[config.mk]
export PLATFORM = sky130hd
export DESIGN_NAME = ucpu_fetch
export DESIGN_NICKNAME = d
export VERILOG_FILES = /design/src/rtl/ucpu_fetch.sv
export SDC_FILE = /design/constraint.sdc
export NUM_CORES = 1
export LEC_CHECK = 0
export BUFFER_PORTS_ARGS = -buffer_cell sky130_fd_sc_hd__buf_2
export CAP_MARGIN = 20
export CORE_ASPECT_RATIO = 0.75
export CORE_MARGIN = 2
export CORE_UTILIZATION = 47
export CTS_CLUSTER_SIZE = 28
export DETAILED_ROUTE_END_ITERATION = 8
export PLACE_DENSITY_LB_ADDON = 0.05
export SLEW_MARGIN = 20
export SYNTH_ARGS = -nofsm -noshare
export SYNTH_HDL_FRONTEND = slang
export SYNTH_SLANG_ARGS = --single-unit
[constraint.sdc]
create_clock -name clk -period 1.9 [get_ports clk]
set_input_delay 0.19 -clock clk [delete_from_list [all_inputs] [get_ports clk]]
set_output_delay 0.19 -clock clk [all_outputs]
set_load 0.02 [all_outputs]
[src/rtl/ucpu_fetch.sv]
// ucpu_fetch: instruction fetch stage for the ucpu core.
// The PC drives the instruction ROM address directly. The returned word is
// registered into the instruction register for the execute stage. Execute can
// stall the stage, redirect it with jump/call/return, or halt it.
// Optional feature macro: UCPU_FETCH_STACK_EN enables the hardware return
// stack, call/ret and the sticky stk_err flag. When the macro is undefined,
// call behaves as jmp, ret is ignored and stk_err is tied low.

module ucpu_fetch #(
   parameter int         STACK_DEPTH = 4,
   parameter logic [7:0] RESET_PC    = 8'h00
) (
   input  logic        clk,
   input  logic        rst_n,
   output logic [7:0]  rom_addr,
   output logic        rom_en,
   input  logic [11:0] rom_data,
   input  logic        stall,
   input  logic        halt,
   input  logic        jmp,
   input  logic        call,
   input  logic        ret,
   input  logic [7:0]  tgt_addr,
   output logic [11:0] ir,
   output logic [7:0]  ir_pc,
   output logic        ir_valid,
   output logic        stk_err
);

   typedef enum logic [1:0] {
      ST_RUN   = 2'd0,
      ST_REDIR = 2'd1,
      ST_HALT  = 2'd2
   } state_t;

   state_t      r_state;
   state_t      w_state_next;

   logic [7:0]  r_pc;
   logic [11:0] r_ir;
   logic [7:0]  r_ir_pc;
   logic        r_ir_valid;
   logic        r_rom_en;

   logic        w_fetch;
   logic        w_redirect;
   logic        w_halt_go;
   logic        w_push;
   logic        w_pop;
   logic [7:0]  w_redir_pc;

   logic        w_ret_req;
   logic [7:0]  w_pop_pc;

`ifdef UCPU_FETCH_STACK_EN
   localparam int SPW  = $clog2(STACK_DEPTH + 1);
   localparam int IDXW = (STACK_DEPTH > 1) ? $clog2(STACK_DEPTH) : 1;

   logic [7:0]      r_stack [STACK_DEPTH];
   logic [SPW-1:0]  r_sp;
   logic            r_stk_err;

   logic            w_full;
   logic            w_empty;
   logic [IDXW-1:0] w_push_idx;
   logic [IDXW-1:0] w_top_idx;

   assign w_full     = (r_sp == SPW'(STACK_DEPTH));
   assign w_empty    = (r_sp == '0);
   assign w_push_idx = IDXW'(r_sp);
   assign w_top_idx  = IDXW'(r_sp - SPW'(1));
   assign w_ret_req  = ret;
   assign w_pop_pc   = w_empty ? RESET_PC : r_stack[w_top_idx];
   assign stk_err    = r_stk_err;

   // Return stack: push the return address on call, pop on ret; faults
   // (push when full, pop when empty) leave the stack untouched and set
   // the sticky error flag.
   always_ff @(posedge clk or negedge rst_n) begin
      if (!rst_n) begin
         r_sp      <= '0;
         r_stk_err <= 1'b0;
         for (int i = 0; i < STACK_DEPTH; i++) begin
            r_stack[i] <= 8'h00;
         end
      end else begin
         if (w_push) begin
            if (w_full) begin
               r_stk_err <= 1'b1;
            end else begin
               r_stack[w_push_idx] <= r_ir_pc + 8'd1;
               r_sp                <= r_sp + SPW'(1);
            end
         end
         if (w_pop) begin
            if (w_empty) begin
               r_stk_err <= 1'b1;
            end else begin
               r_sp <= r_sp - SPW'(1);
            end
         end
      end
   end
`else
   logic w_unused_stack;

   assign w_ret_req      = 1'b0;
   assign w_pop_pc       = RESET_PC;
   assign stk_err        = 1'b0;
   assign w_unused_stack = &{1'b0, ret, w_push, w_pop, (STACK_DEPTH > 0)};
`endif

   // State register for the RUN / REDIR / HALT controller.
   always_ff @(posedge clk or negedge rst_n) begin
      if (!rst_n) begin
         r_state <= ST_RUN;
      end else begin
         r_state <= w_state_next;
      end
   end

   // Next-state and datapath control decode. Halt wins over everything and
   // is honoured even while stalled. Other redirects are only taken when a
   // valid instruction is sitting in ir and execute is not stalling, with
   // priority ret > call > jmp. REDIR always fetches the target.
   always_comb begin
      w_state_next = r_state;
      w_fetch      = 1'b0;
      w_redirect   = 1'b0;
      w_halt_go    = 1'b0;
      w_push       = 1'b0;
      w_pop        = 1'b0;
      w_redir_pc   = tgt_addr;
      case (r_state)
         ST_RUN: begin
            if (halt) begin
               w_halt_go    = 1'b1;
               w_state_next = ST_HALT;
            end else if (!stall) begin
               if (r_ir_valid && w_ret_req) begin
                  w_pop        = 1'b1;
                  w_redirect   = 1'b1;
                  w_redir_pc   = w_pop_pc;
                  w_state_next = ST_REDIR;
               end else if (r_ir_valid && call) begin
                  w_push       = 1'b1;
                  w_redirect   = 1'b1;
                  w_state_next = ST_REDIR;
               end else if (r_ir_valid && jmp) begin
                  w_redirect   = 1'b1;
                  w_state_next = ST_REDIR;
               end else begin
                  w_fetch = 1'b1;
               end
            end
         end
         ST_REDIR: begin
            if (halt) begin
               w_halt_go    = 1'b1;
               w_state_next = ST_HALT;
            end else begin
               w_fetch      = 1'b1;
               w_state_next = ST_RUN;
            end
         end
         ST_HALT: begin
            w_state_next = ST_HALT;
         end
         default: begin
            w_state_next = ST_RUN;
         end
      endcase
   end

   // Fetch datapath: capture the ROM word and advance the PC, load the PC
   // with a redirect target (leaving a one-cycle bubble), or freeze on halt.
   always_ff @(posedge clk or negedge rst_n) begin
      if (!rst_n) begin
         r_pc       <= RESET_PC;
         r_ir       <= 12'h000;
         r_ir_pc    <= 8'h00;
         r_ir_valid <= 1'b0;
         r_rom_en   <= 1'b1;
      end else begin
         if (w_fetch) begin
            r_ir       <= rom_data;
            r_ir_pc    <= r_pc;
            r_ir_valid <= 1'b1;
            r_pc       <= r_pc + 8'd1;
         end
         if (w_redirect) begin
            r_pc       <= w_redir_pc;
            r_ir_valid <= 1'b0;
         end
         if (w_halt_go) begin
            r_ir_valid <= 1'b0;
            r_rom_en   <= 1'b0;
         end
      end
   end

   assign rom_addr = r_pc;
   assign rom_en   = r_rom_en;
   assign ir       = r_ir;
   assign ir_pc    = r_ir_pc;
   assign ir_valid = r_ir_valid;

endmodule
# Word-level counts from Yosys, hierarchy flattened
# Cells that the tools add are included.
op_classes:
  add_sub_neg: 1
  multipliers: 0
  div_mod_pow: 0
  order_cmp: 0
  eq_ne: 4
  shifts: 0
  n_mux: 24
  n_bitwise: 0
  n_reduce_logical: 7
ops:
  columns: ["op", "count"]
  rows:
  - ["$mux W8", 2]
  - ["$mux W1", 15]
  - ["$mux W2", 5]
  - ["$add A8 B1 Y8 const B", 1]
  - ["$pmux W2 S3", 1]
  - ["$ne A4 B4 Y1 const B", 1]
  - ["$ne A3 B3 Y1 const B", 1]
  - ["$reduce_bool A3 Y1", 1]
  - ["$eq A2 B1 Y1 const B", 1]
  - ["$eq A2 B2 Y1 const B", 1]
  - ["$logic_and A1 B1 Y1", 2]
  - ["$logic_not A2 Y1", 1]
  - ["$pmux W1 S2", 1]
  - ["$reduce_and A2 Y1", 1]
  - ["$reduce_bool A2 Y1", 1]
  - ["$reduce_or A2 Y1", 1]
word_totals:
  register_bits: 32
  latchBits: 0
  ram_bits: 0
  rom_bits: 0
  in_bits: 27
  out_inout_bits: 31
  memories: 0

# Longest topological paths before layout
depth:
  word_depth: 9
  mapped_depth: 6
  depth_no_buf: 5

# Worst setup path after synthesis
# OpenSTA, ideal clock, no wires.
synth_timing:
  path_kind: "register -> register"
  start: "register r_pc[0] (netlist: rom_addr[0])"
  end: "register r_pc[6] (netlist: rom_addr[6])"
  setup_ps: 126
  arrival_ps: 1446
  required_ps: 1774
  setup_slack_ps: 328
  stages_incl_launch_ff: 6
  n_path_buf: 0
  cell_sequence: "dfrtp_1 -> ha_1 -> and4_1 -> nand2_1 -> a21o_1 -> a221o_1"
synth_between:
  elab_chain_cells: 3
synth_lines:
  columns: ["item", "line", "text"]
  rows:
  - ["start, declared", "39", "logic [7:0] r_pc;"]
  - ["start signal, assigned", "189", "r_pc <= r_pc + 8'd1;"]
  - ["start signal, assigned", "192", "r_pc <= w_redir_pc;"]
  - ["$add A8 B1 Y8", "189", null]
  - ["$mux W8", "185", "if (w_fetch) begin"]
  - ["$mux W8", "191", "if (w_redirect) begin"]
# Every way passes these cells. The select of a mux whose other input is x is not followed.
# A chain may end at the register's enable or synchronous reset.

# Final worst setup path
layout_timing:
  start: "register r_state[0]"
  end: "register r_ir[11] (netlist: ir[11])"
layout_between:
  elab_chain_cells: 2
  word_cells_on_any_way: 3
  cone_classes: "eq/ne (1); mux (1); reduce/logical (1)"
layout_lines:
  columns: ["item", "line", "text"]
  rows:
  - ["start, declared", "36", "state_t r_state;"]
  - ["start signal, assigned", "118", "r_state <= w_state_next;"]
  - ["$eq A2 B1 Y1 / $logic_not A2 Y1 (equally long branches)", null, null]
  - ["$pmux W1 S2 *", "134", "case (r_state)"]
  - ["end signal, assigned", "186", "r_ir <= rom_data;"]
  - ["end, declared", "40", "logic [11:0] r_ir;"]
# Mark *: on every way between the ends. The rest lies on a longest branch, timed or not.

==> results.sh <==
export IMPL_clock_skew_ns=0.00484
export IMPL_synthMuxAreaShare_pct=16.1
export IMPL_cts_max_path_buffers=2
export IMPL_overflow=0
export IMPL_synth_top_family_by_area="multiplexers"
export IMPL_grt_pass1_vias=972
export IMPL_cts_resized=0
export IMPL_cts_tree="done"
export IMPL_place_inst=202
export IMPL_fmax_mhz=626
export IMPL_fp_dieArea_mm2=0.00342
export IMPL_n_fill_cell=254
export IMPL_worstPathCellList="nand2b_4, o211ai_2, buf_4, mux2_2"
export IMPL_via_per_inst=4.86
export IMPL_period_needed_ns=1.60
export IMPL_clkTransAtPathRegs_ns=0.06
export IMPL_drt_met1_wl_um=1180
export IMPL_nets=200
export IMPL_path_class="reg -> reg"
export IMPL_h_tree_depth=2
export IMPL_synth_adder_area_share_pct=0.899
export IMPL_fp_dieH_um=51.1
export IMPL_holdWs_ns=0.131
export IMPL_synth_cell_types=34
export IMPL_cts_root_buf="clkbuf_8"
export IMPL_io_pins=58
export IMPL_power_leakage_nw=0.918
export IMPL_cts_setup_buffers=0
export IMPL_syn_area_mm2=0.00139
export IMPL_synth_edff_count=0
export IMPL_fp_row_count=17
export IMPL_synth_seq_area_share_pct=57.6
export IMPL_synth_compound_area_share_pct=8.45
export IMPL_dr_wl_met3_um=214
export IMPL_status="finished clean"
export IMPL_cts_sinks=32
export IMPL_setup_violations=0
export IMPL_antenna_found_initial=0
export IMPL_syn_inst=111
export IMPL_finalWeightedCongestion=0.774
export IMPL_relSlewSlack_pct=54.7
export IMPL_core_area_mm2=0.00287
export IMPL_post_route_period_util_pct=84.0
export IMPL_cpMaxStageDelayCell="dfrtp_1"
export IMPL_numCtsBuffers=5
export IMPL_die_w_um=66.8
export IMPL_postPlaceCellArea_mm2=0.00170
export IMPL_drt_iter0_markers=24
export IMPL_hold_viol=0
export IMPL_initial_core_util_pct=48.5
export IMPL_postSynthAreaPerCell_um2=12.5
export IMPL_final_cells=211
export IMPL_synth_async_reset_ratio_pct=100
export IMPL_grt_max_degree=33
export IMPL_drtAntennaViolNets=0
export IMPL_grt_use_total_pct=17.5
export IMPL_clkLatencyLatePin_ns=0.28
export IMPL_maxCapViolations=0
export IMPL_startpoint_type="register"
export IMPL_crit_required_ns=2.06
export IMPL_drcViolationCount=0
export IMPL_via_count=1026
export IMPL_crit_fanout=10
export IMPL_ys_warn_count=0
export IMPL_synth_seq_cells=32
export IMPL_n_antenna_cell=0
export IMPL_hp_class="in -> reg"
export IMPL_synthToLayoutAreaGrowth_pct=29.6
export IMPL_rsz0062_at_grt="false"
export IMPL_power_density_mw_per_mm2=1570
export IMPL_peakVddDrop_mv=0.766
export IMPL_top_layer="met4"
export IMPL_port_buffers=55
export IMPL_drive_above_1_share_pct=52.0
export IMPL_synth_simple_area_share_pct=12.4
export IMPL_slew_violations=0
export IMPL_final_area_mm2=0.00180
export IMPL_dr_pass1_iters=3
export IMPL_tns_ns=0
export IMPL_cp_slowest_stage_delay_ns=0.38
export IMPL_grt_pass1_wl_um=4190
export IMPL_wl_um=2560
export IMPL_synthXorXnorAreaFrac_pct=0.629
export IMPL_critPathArrivalTime_ns=1.76
export IMPL_synth_top_flop_cell="dfrtp_1"
export IMPL_cts_hold_buf=1
export IMPL_worstMarginPinSlew_ns=0.680
export IMPL_worst_setup_path_end_kind="register"
export IMPL_met2_wirelength_um=1120
export IMPL_drt_wirelength_per_cell_um=12.1
export IMPL_syn_nets=139
export IMPL_dpl_hpwl_um=1960
## cell families after synthesis
logic type / Yosys count
simple gates: 30
compound gates: 17
buf+inv: 9
fa+ha+maj: 1
other cells: 1
mux: 20
xor+xnor: 1
flops: 32
## through the flow
step | power (mW) | setup WS (ns) | utilization (%)
floorplan | 1.92 | 0.328 | -
global placement | 2.30 | 0.326 | 59.3
detailed placement | 2.33 | 0.307 | 59.3
CTS | 2.86 | 0.293 | 62.8
global route | 3.03 | 0.207 | 62.8
finish | 2.82 | 0.304 | 62.8
## registers in the layout, summed over array words and instances, names as in the netlist
register / count
rom_addr: 8
r_state: 2
ir: 12
ir_valid: 1
rom_en: 1
ir_pc: 8
## routing by layer
metal	global-route usage, %	up-vias
met4	9.18	0
met5	0	-
li1	-	517
met3	7.05	5
met1	20.8	469
met2	27.3	35
## cell usage after synthesis, types with 3 or more instances
| cell | instances | area [um2] |
|---|---|---|
| nand2b_1 | 3 | 18.8 |
| o21ai_0 | 3 | 15.0 |
| o21ai_1 | 3 | 15.0 |
| nand2_1 | 9 | 33.8 |
| mux2_2 | 19 | 214 |
| buf_2 | 3 | 15.0 |
| or3_1 | 3 | 18.8 |
| dfrtp_1 | 31 | 776 |
| a21oi_1 | 3 | 15.0 |
| nor2_1 | 3 | 11.3 |
| nand3_1 | 3 | 15.0 |
| inv_1 | 3 | 11.3 |
## power by group
| part | internal, mW | switching [mW] | leakage (nW) |
|---|---|---|---|
| clock | 0.295 | 0.225 | 0.0455 |
| combinational | 0.475 | 0.644 | 0.474 |
| sequential | 0.974 | 0.212 | 0.399 |
## layout by cell type (no fill, tap or decap)
cell            n
or3_1           3
inv_1           3
nand4_1         1
clkinv_2        1
a21oi_1         3
or4b_4          1
a31oi_1         2
and4_1          2
clkbuf_1        2
conb_1          1
mux2_2         19
o21ai_0         3
and2_1          1
o211ai_2        1
a21o_1          1
dfstp_2         1
dlygate4sd3_1   1
nor3_1          1
a221o_1         1
nor2_1          3
nand3_1         3
xor2_1          1
nand2b_1        3
clkbuf_8        6
o221a_1         2
ha_1            1
buf_4           3
nand2_1         9
or2_2           1
dfrtp_1        31
nand2b_4        1
buf_2          55
o21ai_1         3
o211ai_1        1
mux2i_1         1
nor2_2          1
## path summary, 6_finish.rpt
kind / start / end / slack [ns] / cells past startpoint
worst max-delay path: r_state[0]$_DFFE_PN0P_ / ir[11]$_DFFE_PN0P_ / 0.30 / 4
worst min-delay path: tgt_addr[1] / rom_addr[1]$_DFFE_PN0P_ / 0.13 / 3
worst max register to register: r_state[0]$_DFFE_PN0P_ / ir[11]$_DFFE_PN0P_ / 0.30 / 4
worst min register to register: r_state[0]$_DFFE_PN0P_ / r_state[1]$_DFFE_PN0P_ / 0.48 / 1
max in group asynchronous: rst_n / ir[11]$_DFFE_PN0P_ / 0.97 / 2
min in group asynchronous: rst_n / ir[9]$_DFFE_PN0P_ / 0.49 / 2
## cell type report
class	instances	area [um2]	share of cell area (%)
Timing Repair Buffer	59	308	17.1
Multi-Input combinational cell	70	539	29.9
Inverter	4	16.3	0.902
Clock buffer	8	90.1	5.00
Tap cell	38	47.5	2.64
Sequential cell	32	802	44.5
## worst max-delay path, delay by kind of cell (launching register included)
kind,cells,cell delay (ns)
mux,1,0.34
simple gates,1,0.15
compound gates,1,0.34
flops,1,0.38
buf+inv,1,0.26
Note: power is estimated with default switching activity, not from simulation.
